### config.mk
export PLATFORM = sky130hd
export DESIGN_NAME = gate_alarm_ctrl
export DESIGN_NICKNAME = d
export VERILOG_FILES = /design/src/rtl/gate_alarm_ctrl.sv
export SDC_FILE = /design/constraint.sdc
export NUM_CORES = 1
export LEC_CHECK = 0
export ABC_AREA = 0
export CAP_MARGIN = 5
export CORE_MARGIN = 2
export CORE_UTILIZATION = 50
export DETAILED_ROUTE_END_ITERATION = 8
export PLACE_DENSITY = 0.81
export SLEW_MARGIN = 10
export SYNTH_ARGS = -nofsm -noshare
export SYNTH_HDL_FRONTEND = slang
export SYNTH_SLANG_ARGS = --single-unit
### constraint.sdc
create_clock -name clk -period 5.2 [get_ports clk]
set_input_delay 0.52 -clock clk [delete_from_list [all_inputs] [get_ports clk]]
set_output_delay 0.52 -clock clk [all_outputs]
set_load 0.05 [all_outputs]
### src/rtl/gate_alarm_ctrl.sv
// Front-gate alarm controller: entry delay, alarm and gate-open hold phases.
// The remaining phase length is exposed on fm.
// Optional macro ALARM_COUNT_EN adds a saturating alarm_cnt output that counts alarm entries.
module gate_alarm_ctrl #(
  parameter int ENTRY_DLY = 16,
  parameter int ALARM_LEN = 64,
  parameter int HOLD      = 8,
  parameter int CW        = 8
) (
  input  logic          clk,
  input  logic          reset,
  input  logic          arm,
  input  logic          frontgate_t,
  input  logic          request_t,
  output logic [CW-1:0] fm,
  output logic          gate_open,
  output logic          siren,
  output logic [2:0]    state_o,
  output logic          busy
`ifdef ALARM_COUNT_EN
  ,
  output logic [7:0]    alarm_cnt
`endif
);

  localparam longint FM_MAX = (64'd1 << CW) - 64'd1;

  if (CW < 1 || CW > 32 ||
      ENTRY_DLY < 0 || longint'(ENTRY_DLY) > FM_MAX ||
      ALARM_LEN < 0 || longint'(ALARM_LEN) > FM_MAX ||
      HOLD < 0      || longint'(HOLD) > FM_MAX) begin : g_bad_param
    $error("gate_alarm_ctrl: a phase length does not fit in CW bits");
  end

  typedef enum logic [2:0] {
    S_DISARMED = 3'd0,
    S_ARMED    = 3'd1,
    S_ENTRY    = 3'd2,
    S_ALARM    = 3'd3,
    S_OPEN     = 3'd4
  } state_e;

  state_e        state_q, state_d;
  logic [CW-1:0] fm_q, fm_d;
  logic          gate_open_q, gate_open_d;
  logic          siren_q, siren_d;
  logic          busy_q, busy_d;
  logic [CW-1:0] fm_dec;

  assign fm_dec = fm_q - CW'(1);

  always_comb begin
    state_d = state_q;
    fm_d    = '0;
    case (state_q)
      S_DISARMED: begin
        if (request_t) begin
          state_d = S_OPEN;
          fm_d    = CW'(HOLD);
        end else if (arm) begin
          state_d = S_ARMED;
        end
      end
      S_ARMED: begin
        // A valid request outranks a simultaneous gate trigger.
        if (request_t) begin
          state_d = S_DISARMED;
        end else if (frontgate_t) begin
          state_d = S_ENTRY;
          fm_d    = CW'(ENTRY_DLY);
        end
      end
      S_ENTRY: begin
        if (request_t) begin
          state_d = S_DISARMED;
        end else if (fm_q != '0) begin
          fm_d = fm_dec;
        end else begin
          state_d = S_ALARM;
          fm_d    = CW'(ALARM_LEN);
        end
      end
      S_ALARM: begin
        if (request_t) begin
          state_d = S_DISARMED;
        end else if (fm_q != '0) begin
          fm_d = fm_dec;
        end else begin
          state_d = S_ARMED;
        end
      end
      S_OPEN: begin
        // Each passage through the gate restarts the hold.
        if (frontgate_t) begin
          fm_d = CW'(HOLD);
        end else if (fm_q != '0) begin
          fm_d = fm_dec;
        end else begin
          state_d = S_DISARMED;
        end
      end
      default: begin
        state_d = S_DISARMED;
      end
    endcase
    gate_open_d = (state_d == S_OPEN);
    siren_d     = (state_d == S_ALARM);
    busy_d      = (state_d == S_ENTRY) || (state_d == S_ALARM) || (state_d == S_OPEN);
  end

  always_ff @(posedge clk or negedge reset) begin
    if (!reset) begin
      state_q     <= S_DISARMED;
      fm_q        <= '0;
      gate_open_q <= 1'b0;
      siren_q     <= 1'b0;
      busy_q      <= 1'b0;
    end else begin
      state_q     <= state_d;
      fm_q        <= fm_d;
      gate_open_q <= gate_open_d;
      siren_q     <= siren_d;
      busy_q      <= busy_d;
    end
  end

  assign fm        = fm_q;
  assign gate_open = gate_open_q;
  assign siren     = siren_q;
  assign busy      = busy_q;
  assign state_o   = state_q;

`ifdef ALARM_COUNT_EN
  logic [7:0] alarm_cnt_q, alarm_cnt_d;

  always_comb begin
    alarm_cnt_d = alarm_cnt_q;
    if (state_q == S_ENTRY && state_d == S_ALARM && alarm_cnt_q != 8'hFF)
      alarm_cnt_d = alarm_cnt_q + 8'd1;
  end

  always_ff @(posedge clk or negedge reset) begin
    if (!reset) alarm_cnt_q <= 8'd0;
    else        alarm_cnt_q <= alarm_cnt_d;
  end

  assign alarm_cnt = alarm_cnt_q;
`endif

endmodule

==> impl_metrics.py, run 1 <==
metrics = {
    "status": {
        "status": "complete, no violations",
    },
    "job": {
        "drv_cap": 0,
    },
    "sta": {
        "hold_violations": 0,
        "grt_setup_unrepaired": "no",
        "max_freq_mhz": 442.6,
        "drv_slew": 0,
        "worst_slew_pin_slew_ns": 0.6027,
        "setup_viol": 0,
        "fin_crit_sh_pct": 43.45,
        "skew_ns": 0.003967,
        "holdWs_ns": 0.5974,
        "max_slew_margin_pct": 59.69,
        "finalSetupTns_ns": 0,
        "layout_min_cycle_time_ns": 2.260,
    },
    "global_routing": {
        "grt_max_degree": 15,
        "grt-ovfl-total": 0,
        "grt_pass1_vias": 599,
        "grt_pass1_wl_mm": 2.615,
        "track_usage_pct": 19.38,
        "antenna_found_initial": 0,
    },
    "placed_design": {
        "placed_cells": 106,
        "gp_congestion": 0.7359,
        "post-dp-hpwl_mm": 1.136,
        "portBuffers": 18,
    },
    "clock_tree": {
        "h-tree-depth": 1,
        "cts_setup_buffers": 0,
        "numCtsBuffers": 3,
        "cts-hold-fix-buffers": 0,
        "cts_root_buf": "clkbuf_4",
        "cts_resized": 0,
        "tritoncts": "yes",
        "clk_latency_ns": 0.29,
        "clk_pin_slew_ns": 0.09,
        "cts_sinks": 14,
        "clockBufferDepth": 2,
    },
    "min_path": {
        "min_from": "fm[0]",
        "min_to": "fm[0]",
        "hold_path_depth": 1,
        "hold_class": "reg -> reg",
    },
    "critical_path": {
        "ff2ff_path_depth": 5,
        "crit_path_max_fanout": 14,
        "crit_path_start_kind": "register",
        "required_ns": 4.68,
        "path_cells": "clkdlybuf4s50_1",
        "cpPeakStageDelay_ns": 0.88,
        "r2r_end": "fm[4]",
        "end_kind": "output port",
        "cp.depth": 1,
        "cp.arrival_ns": 1.74,
        "cp_slowest_cell": "clkdlybuf4s50_1",
        "worst_r2r_startpoint": "fm[0]",
        "cp_top_family": "buffers and inverters",
        "path_buf_inv": 1,
        "critPathKind": "reg -> out",
        "r2r_slack_ns": 3.29,
    },
    "routing": {
        "drt-pass1-iter-count": 4,
        "drt_iter0_drc": 10,
        "via_per_inst": 5.918,
        "wl_mm": 1.631,
        "avgRoutedWirePerCell_microns": 14.83,
        "drtAntennaViolNets": 0,
        "vias": 651,
        "drc_errors": 0,
    },
    "finish": {
        "regArea_sq_um": 350.3,
        "multi_input_area_sq_um": 376.6,
        "fin_util_pct": 66.50,
        "drive_above_1_share_pct": 6.383,
        "syn2layout_area_growth_pct": 28.41,
        "layout_commonest_cell": "clkdlybuf4s50_1",
        "antenna_cells": 0,
        "final_nets": 102,
        "layout_common_cells": "clkdlybuf4s50_1, dfrtp_1, nor2_1",
        "final_cell_count_no_fill": 110,
        "n_fill_cell": 113,
    },
    "floorplanning": {
        "dieArea_sq_mm": 0.001852,
        "ios": 19,
        "num_rows": 14,
        "core_area_sq_mm": 0.001471,
        "initial_core_util_pct": 51.79,
        "dieHeight_microns": 43.04,
        "die_w_microns": 43.04,
    },
    "synthesis": {
        "synth_fp_nets": 84,
        "synth.top_cell.area_share_pct": 45.98,
        "synth_seq_cells": 14,
        "syn_avg_cell_area_sq_um": 9.896,
        "yosysWarnings": 0,
        "synth_top_cell_by_area": "dfrtp_1",
        "syn_inst": 77,
        "syn_area_sq_um": 762.0,
        "synth_area_leaders": "dfrtp_1, nor3b_1, xnor2_1",
        "yosysSeqAreaShare_pct": 45.98,
        "synth.distinct_cells": 33,
    },
    "power_and_ir_drop": {
        "powerDensity_mw_per_mm2": 658.0,
        "finalPower_mw": 0.6438,
        "irDropWorstVdd_uv": 435.0,
        "p_leak_nw": 0.3736,
    },
}
per-stage QoR:
step | setup slack (ns) | area, sq um
4_1_cts | 2.938 | 978.4
2_1_floorplan | 3.193 | 762.0
5_1_grt | 2.858 | 978.4
6_report | 2.940 | 978.4
3_5_place_dp | 3.157 | 942.2
3_3_place_gp | 3.210 | 942.2
logic make-up after synthesis:
| group | count (synthesis) | synth area share, % |
|---|---|---|
| buffers and inverters | 9 | 4.596 |
| AO/OA/AOI/OAI | 21 | 19.71 |
| XOR/XNOR | 3 | 3.449 |
| multiplexers | 1 | 1.314 |
| adder cells (fa/ha/maj) | 2 | 3.284 |
| AND/OR/NAND/NOR | 27 | 21.68 |
| flip-flops | 14 | 45.98 |
synthesized netlist by cell type:
cell       number
a2111oi_0       2
a21boi_0        1
a21boi_1        1
a21oi_1         3
a221oi_1        1
a311oi_1        1
and3_1          1
clkbuf_1        4
clkbuf_2        1
dfrtp_1        14
ha_1            2
inv_1           4
mux2i_1         1
nand2_1         2
nand3b_1        2
nor2_1          6
nor2b_1         2
nor3_1          2
nor3b_1         4
nor4_1          1
nor4b_1         1
nor4bb_1        1
o211ai_1        1
o21ai_0         4
o221a_2         1
o22ai_1         2
o31ai_1         1
o32ai_1         2
o41ai_1         1
or3_1           2
or3b_2          1
or4_1           2
xnor2_1         3
routing by layer:
metal / vias up / global-route usage [%] / share of wire [%]
met5: - / 0 / 0
met4: 0 / 12.73 / 2.2
met3: 5 / 2.553 / 3.7
met2: 21 / 26.36 / 45
met1: 300 / 28.38 / 49
li1: 325 / - / -
where the power goes:
group,leakage (nW),switching (mW),internal [mW]
clock,0.0210,0.0371,0.0427
combinational,0.175,0.228,0.143
sequential,0.177,0.0505,0.142
total,0.374,0.316,0.328
layout make-up:
cell class / count / area share, %
multi-input combinational: 54 / 38.49
inverter: 4 / 1.535
timing repair buffer: 18 / 18.41
clock buffer: 4 / 3.708
sequential: 14 / 35.81
tap: 16 / 2.046
worst max path at each step:
stage | end | slack, ns | startpoint
floorplan | fm[4] | 3.19 | fm[0]
global placement | fm[6] | 3.21 | request_t
detailed placement | fm[7] | 3.16 | request_t
CTS | state_o[0] | 2.94 | state_o[0]
global route | state_o[0] | 2.86 | state_o[0]
finish | state_o[0] | 2.94 | state_o[0]
flip-flops by register name, indices dropped and copies added (netlist names):
name / cells
busy: 1
siren: 1
gate_open: 1
fm: 8
state_o: 3
(Power assumes the default switching activity.)
==> inputs of run 2 (changes only) <==
--- a/config.mk
+++ b/config.mk
@@ -8,9 +8,9 @@
 export ABC_AREA = 0
 export CAP_MARGIN = 5
 export CORE_MARGIN = 2
-export CORE_UTILIZATION = 50
+export CORE_UTILIZATION = 42
 export DETAILED_ROUTE_END_ITERATION = 8
-export PLACE_DENSITY = 0.81
+export PLACE_DENSITY = 0.73
 export SLEW_MARGIN = 10
 export SYNTH_ARGS = -nofsm -noshare
 export SYNTH_HDL_FRONTEND = slang
==> constraint.sdc (replaced) <==
create_clock -name clk -period 2 [get_ports clk]
set_input_delay 0.2 -clock clk [delete_from_list [all_inputs] [get_ports clk]]
set_output_delay 0.2 -clock clk [all_outputs]
set_load 0.05 [all_outputs]
==> impl_metrics.py, run 2 (synthesis gave the netlist of run 1 again) <==
metrics = {
    "finish": {
        "antenna_cells": 0,
        "largest_reg_flops": 8,
        "layout_common_cells": "clkdlybuf4s50_1, dfrtp_1, nor2_1",
        "multi_input_area_sq_um": 376.6,
        "n_fill_cell": 153,
        "drive_above_1_share_pct": 9.278,
        "postLayoutCellArea_sq_mm": 0.001003,
        "layout_commonest_cell": "clkdlybuf4s50_1",
        "syn2layout_area_growth_pct": 31.69,
        "regArea_sq_um": 351.6,
        "final_nets": 105,
    },
    "clock_tree": {
        "cts-hold-fix-buffers": 0,
        "numCtsBuffers": 3,
        "h-tree-depth": 1,
        "cts_resized": 0,
        "cts_sinks": 14,
        "cts_setup_buffers": 0,
        "clk_pin_slew_ns": 0.09,
        "cts_root_buf": "clkbuf_4",
        "clk_latency_ns": 0.28,
        "clockBufferDepth": 2,
        "tritoncts": "yes",
    },
    "power_and_ir_drop": {
        "irDropWorstVdd_uv": 969.2,
        "powerDensity_mw_per_mm2": 1655,
        "p_leak_nw": 0.3809,
    },
    "placed_design": {
        "placed_cell_area_sq_um": 977.2,
        "portBuffers": 18,
        "gp_congestion": 0.7485,
        "dp_slack_ns": 0.2246,
        "post-dp-hpwl_mm": 1.180,
    },
    "critical_path": {
        "critPathKind": "reg -> out",
        "crit_path_start_kind": "register",
        "cp.depth": 1,
        "crit_path_max_fanout": 12,
        "path_buf_inv": 1,
        "path_cells": "clkdlybuf4s50_1",
        "end_kind": "output port",
        "required_ns": 1.80,
        "cp.arrival_ns": 1.69,
        "cpPeakStageDelay_ns": 0.87,
        "cp_slowest_cell": "clkdlybuf4s50_1",
        "ff2ff_path_depth": 5,
        "cp_top_family": "buffers and inverters",
    },
    "sta": {
        "skew_ns": 0.01270,
        "setup_viol": 0,
        "worst_slew_pin_slew_ns": 0.6358,
        "grt_setup_unrepaired": "no",
        "worst_slack_ns": 0.1115,
        "layout_min_cycle_time_ns": 1.889,
        "drv_slew": 0,
        "fin_crit_sh_pct": 94.43,
        "hold_violations": 0,
        "max_slew_margin_pct": 57.48,
        "holdWs_ns": 0.3038,
        "max_freq_mhz": 529.5,
        "finalSetupTns_ns": 0,
    },
    "floorplanning": {
        "die_w_microns": 46.60,
        "core_area_sq_mm": 0.001708,
        "num_rows": 15,
        "ios": 19,
        "initial_core_util_pct": 44.62,
        "dieHeight_microns": 46.60,
        "dieArea_sq_mm": 0.002171,
    },
    "min_path": {
        "hold_class": "in -> async",
    },
    "routing": {
        "drt_iter0_drc": 9,
        "drtAntennaViolNets": 0,
        "drt-pass1-iter-count": 4,
        "vias": 676,
        "avgRoutedWirePerCell_microns": 13.75,
        "drc_errors": 0,
        "via_per_inst": 5.541,
        "wl_mm": 1.678,
    },
    "status": {
        "status": "complete, no violations",
    },
    "job": {
        "drv_cap": 0,
    },
    "global_routing": {
        "grt-ovfl-total": 0,
        "grt_pass1_wl_mm": 2.918,
        "antenna_found_initial": 0,
        "track_usage_pct": 19.45,
        "grt_max_degree": 15,
        "grt_pass1_vias": 632,
    },
}
## run 2: cell types whose count changed in the layout (fill, tap and decap cells not counted), sizes merged
| cell | before | now |
|---|---|---|
| buf | 0 | 3 |
## run 2: final timing paths
kind                       slack, ns    endpoint  startpoint
hold reg to reg                 0.51       fm[0]       fm[0]
max in group asynchronous       1.25       fm[0]       reset
min in group clk                0.51       fm[0]       fm[0]
setup / recovery                0.11  state_o[1]  state_o[1]
setup reg to reg                0.19       siren       fm[1]
hold / removal                  0.30       fm[2]       reset
## run 2: area by class of cell
type,instances,area share (%)
Inverter,4,1.496
Multi-Input combinational cell,54,37.53
Sequential cell,14,35.04
Clock buffer,4,2.618
Timing Repair Buffer,21,20.20
Tap cell,25,3.117
## run 2: metal layers
metal | routed length (microns) | up-vias | part of all wire [%] | GRT usage, %
met5 | 0 | - | 0 | 0
met4 | 15 | 0 | 0.89 | 12.00
met1 | 843 | 330 | 50 | 27.87
li1 | - | 328 | - | -
met3 | 56 | 2 | 3.3 | 2.745
met2 | 763 | 16 | 45 | 27.22
## run 2: worst reg2reg max path: cells and delay by family, from the launching register on
kind | cells | cell delay, ns
and+or+nand+nor | 2 | 0.87
AOI/OAI and AO/OA | 1 | 0.14
adders and majority gates | 1 | 0.16
DFF | 1 | 0.45
buffers and inverters | 1 | 0.11
## run 2: through the flow
stage / power, mW / instances / utilization, %
2_1_floorplan: 1.201 / 77 / -
3_3_place_gp: 1.474 / 118 / 57.22
3_5_place_dp: 1.493 / 118 / 57.22
4_1_cts: 1.671 / 122 / 58.75
5_1_grt: 1.782 / 122 / 58.75
6_report: 1.660 / 122 / 58.75
## run 2: power breakdown
part | switching (mW) | internal [mW] | leakage [nW] | total (mW)
sequential | 0.119 | 0.372 | 0.176 | 0.491
clock | 0.0899 | 0.0773 | 0.0150 | 0.167
combinational | 0.616 | 0.387 | 0.190 | 1.00
==> inputs of run 3 (changes only) <==
==> constraint.sdc (replaced) <==
create_clock -name clk -period 2 [get_ports clk]
set_input_delay 0.4 -clock clk [delete_from_list [all_inputs] [get_ports clk]]
set_output_delay 0.4 -clock clk [all_outputs]
set_load 0.05 [all_outputs]
==> impl_metrics.py, run 3 (synthesis gave the netlist of run 1 again) <==
metrics = {
    "critical_path": {
        "startpoint": "fm[6]",
        "r2r_end": "siren",
        "cp_top_family": "buffers and inverters",
        "worst_r2r_startpoint": "fm[0]",
        "critPathKind": "reg -> out",
        "path_cells": "clkdlybuf4s50_1",
        "required_ns": 1.60,
        "cp_slowest_cell": "clkdlybuf4s50_1",
        "path_buf_inv": 1,
        "crit_path_start_kind": "register",
        "cpPeakStageDelay_ns": 0.83,
        "ff2ff_path_depth": 6,
        "cp.arrival_ns": 1.53,
        "cp.depth": 1,
        "end_kind": "output port",
        "worstSetupEndpoint": "fm[6]",
        "crit_path_max_fanout": 6,
        "r2r_slack_ns": 0.23,
    },
    "clock_tree": {
        "cts_resized": 0,
        "h-tree-depth": 1,
        "clk_pin_slew_ns": 0.09,
        "cts_root_buf": "clkbuf_4",
        "numCtsBuffers": 3,
        "tritoncts": "yes",
        "clk_latency_ns": 0.28,
        "clockBufferDepth": 2,
        "cts_sinks": 14,
        "cts_setup_buffers": 0,
        "cts-hold-fix-buffers": 0,
    },
    "finish": {
        "layout_common_cells": "dfrtp_1, buf_4, clkdlybuf4s50_1, nor2_1",
        "n_fill_cell": 135,
        "regArea_sq_um": 351.6,
        "drive_above_1_share_pct": 19.61,
        "largest_reg_flops": 8,
        "final_cell_count_no_fill": 127,
        "syn2layout_area_growth_pct": 37.27,
        "antenna_cells": 0,
        "multi_input_area_sq_um": 376.6,
        "final_nets": 110,
    },
    "placed_design": {
        "post-dp-hpwl_mm": 1.206,
        "portBuffers": 18,
        "placed_cells": 123,
        "gp_congestion": 0.7497,
    },
    "floorplanning": {
        "ios": 19,
        "core_area_sq_mm": 0.001708,
        "die_w_microns": 46.60,
        "initial_core_util_pct": 44.62,
        "dieArea_sq_mm": 0.002171,
        "num_rows": 15,
        "dieHeight_microns": 46.60,
    },
    "routing": {
        "vias": 688,
        "drt_iter0_drc": 12,
        "avgRoutedWirePerCell_microns": 13.29,
        "drc_errors": 0,
        "drtAntennaViolNets": 0,
        "drt-pass1-iter-count": 4,
        "via_per_inst": 5.417,
        "wl_mm": 1.688,
    },
    "sta": {
        "hold_violations": 0,
        "layout_min_cycle_time_ns": 1.935,
        "worst_slew_pin_slew_ns": 0.6371,
        "finalSetupTns_ns": 0,
        "fin_crit_sh_pct": 96.74,
        "drv_slew": 0,
        "max_freq_mhz": 516.9,
        "grt_setup_unrepaired": "no",
        "max_slew_margin_pct": 57.40,
        "skew_ns": 0.001954,
        "setup_viol": 0,
    },
    "global_routing": {
        "grt_pass1_wl_mm": 2.587,
        "track_usage_pct": 17.61,
        "antenna_found_initial": 0,
        "grt-ovfl-total": 0,
        "grt_pass1_vias": 578,
        "grt_max_degree": 15,
    },
    "power_and_ir_drop": {
        "powerDensity_mw_per_mm2": 1671,
        "p_leak_nw": 0.4584,
        "irDropWorstVdd_uv": 1007,
    },
    "status": {
        "status": "complete, no violations",
    },
    "min_path": {
        "hold_class": "in -> async",
    },
    "job": {
        "drv_cap": 0,
    },
}
[run 3: changes by cell type in the layout (fill, tap and decap cells not counted), sizes merged]
cell           change
dlymetal6s2s       +3
buf               +10
clkdlybuf4s50      -8
[run 3: cell type report]
| cell class | count | area share [%] |
|---|---|---|
| Tap cell | 25 | 2.990 |
| Inverter | 4 | 1.435 |
| Sequential cell | 14 | 33.61 |
| Multi-Input combinational cell | 54 | 36.00 |
| Clock buffer | 4 | 3.469 |
| Timing Repair Buffer | 26 | 22.49 |
[run 3: worst min-delay path by stage]
| stage | to | cells past startpoint |
|---|---|---|
| global route | state_o[2] | 1 |
| CTS | fm[3] | 1 |
| floorplan | busy | 0 |
| finish | fm[3] | 1 |
| global placement | fm[0] | 2 |
| detailed placement | fm[0] | 2 |
[run 3: power breakdown]
group	leakage [nW]	internal [mW]	switching [mW]	total [mW]
registers	0.176	0.372	0.0964	0.468
clock network	0.0210	0.111	0.0981	0.209
logic	0.261	0.432	0.639	1.07
[run 3: per-layer routing]
metal / part of all wire (%) / global-route usage, %
met1: 52 / 26.88
met2: 44 / 23.89
met3: 3.2 / 2.353
met4: 0.71 / 8.571
met5: 0 / 0
[run 3: stage by stage]
stage                     total power, mW  hold slack [ns]  cell area [sq um]  utilization [%]  worst slack [ns]
after floorplan                     1.201           0.1044              763.2                -          0.009532
after global placement              1.528           0.5557               1002            58.68            0.2414
after detailed placement            1.541           0.5566               1002            58.68            0.2363
after CTS                           1.752           0.5247               1039            60.81           0.01618
after global routing                1.864           0.5532               1046            61.25           0.01894
final                               1.748           0.5066               1046            61.25           0.06529
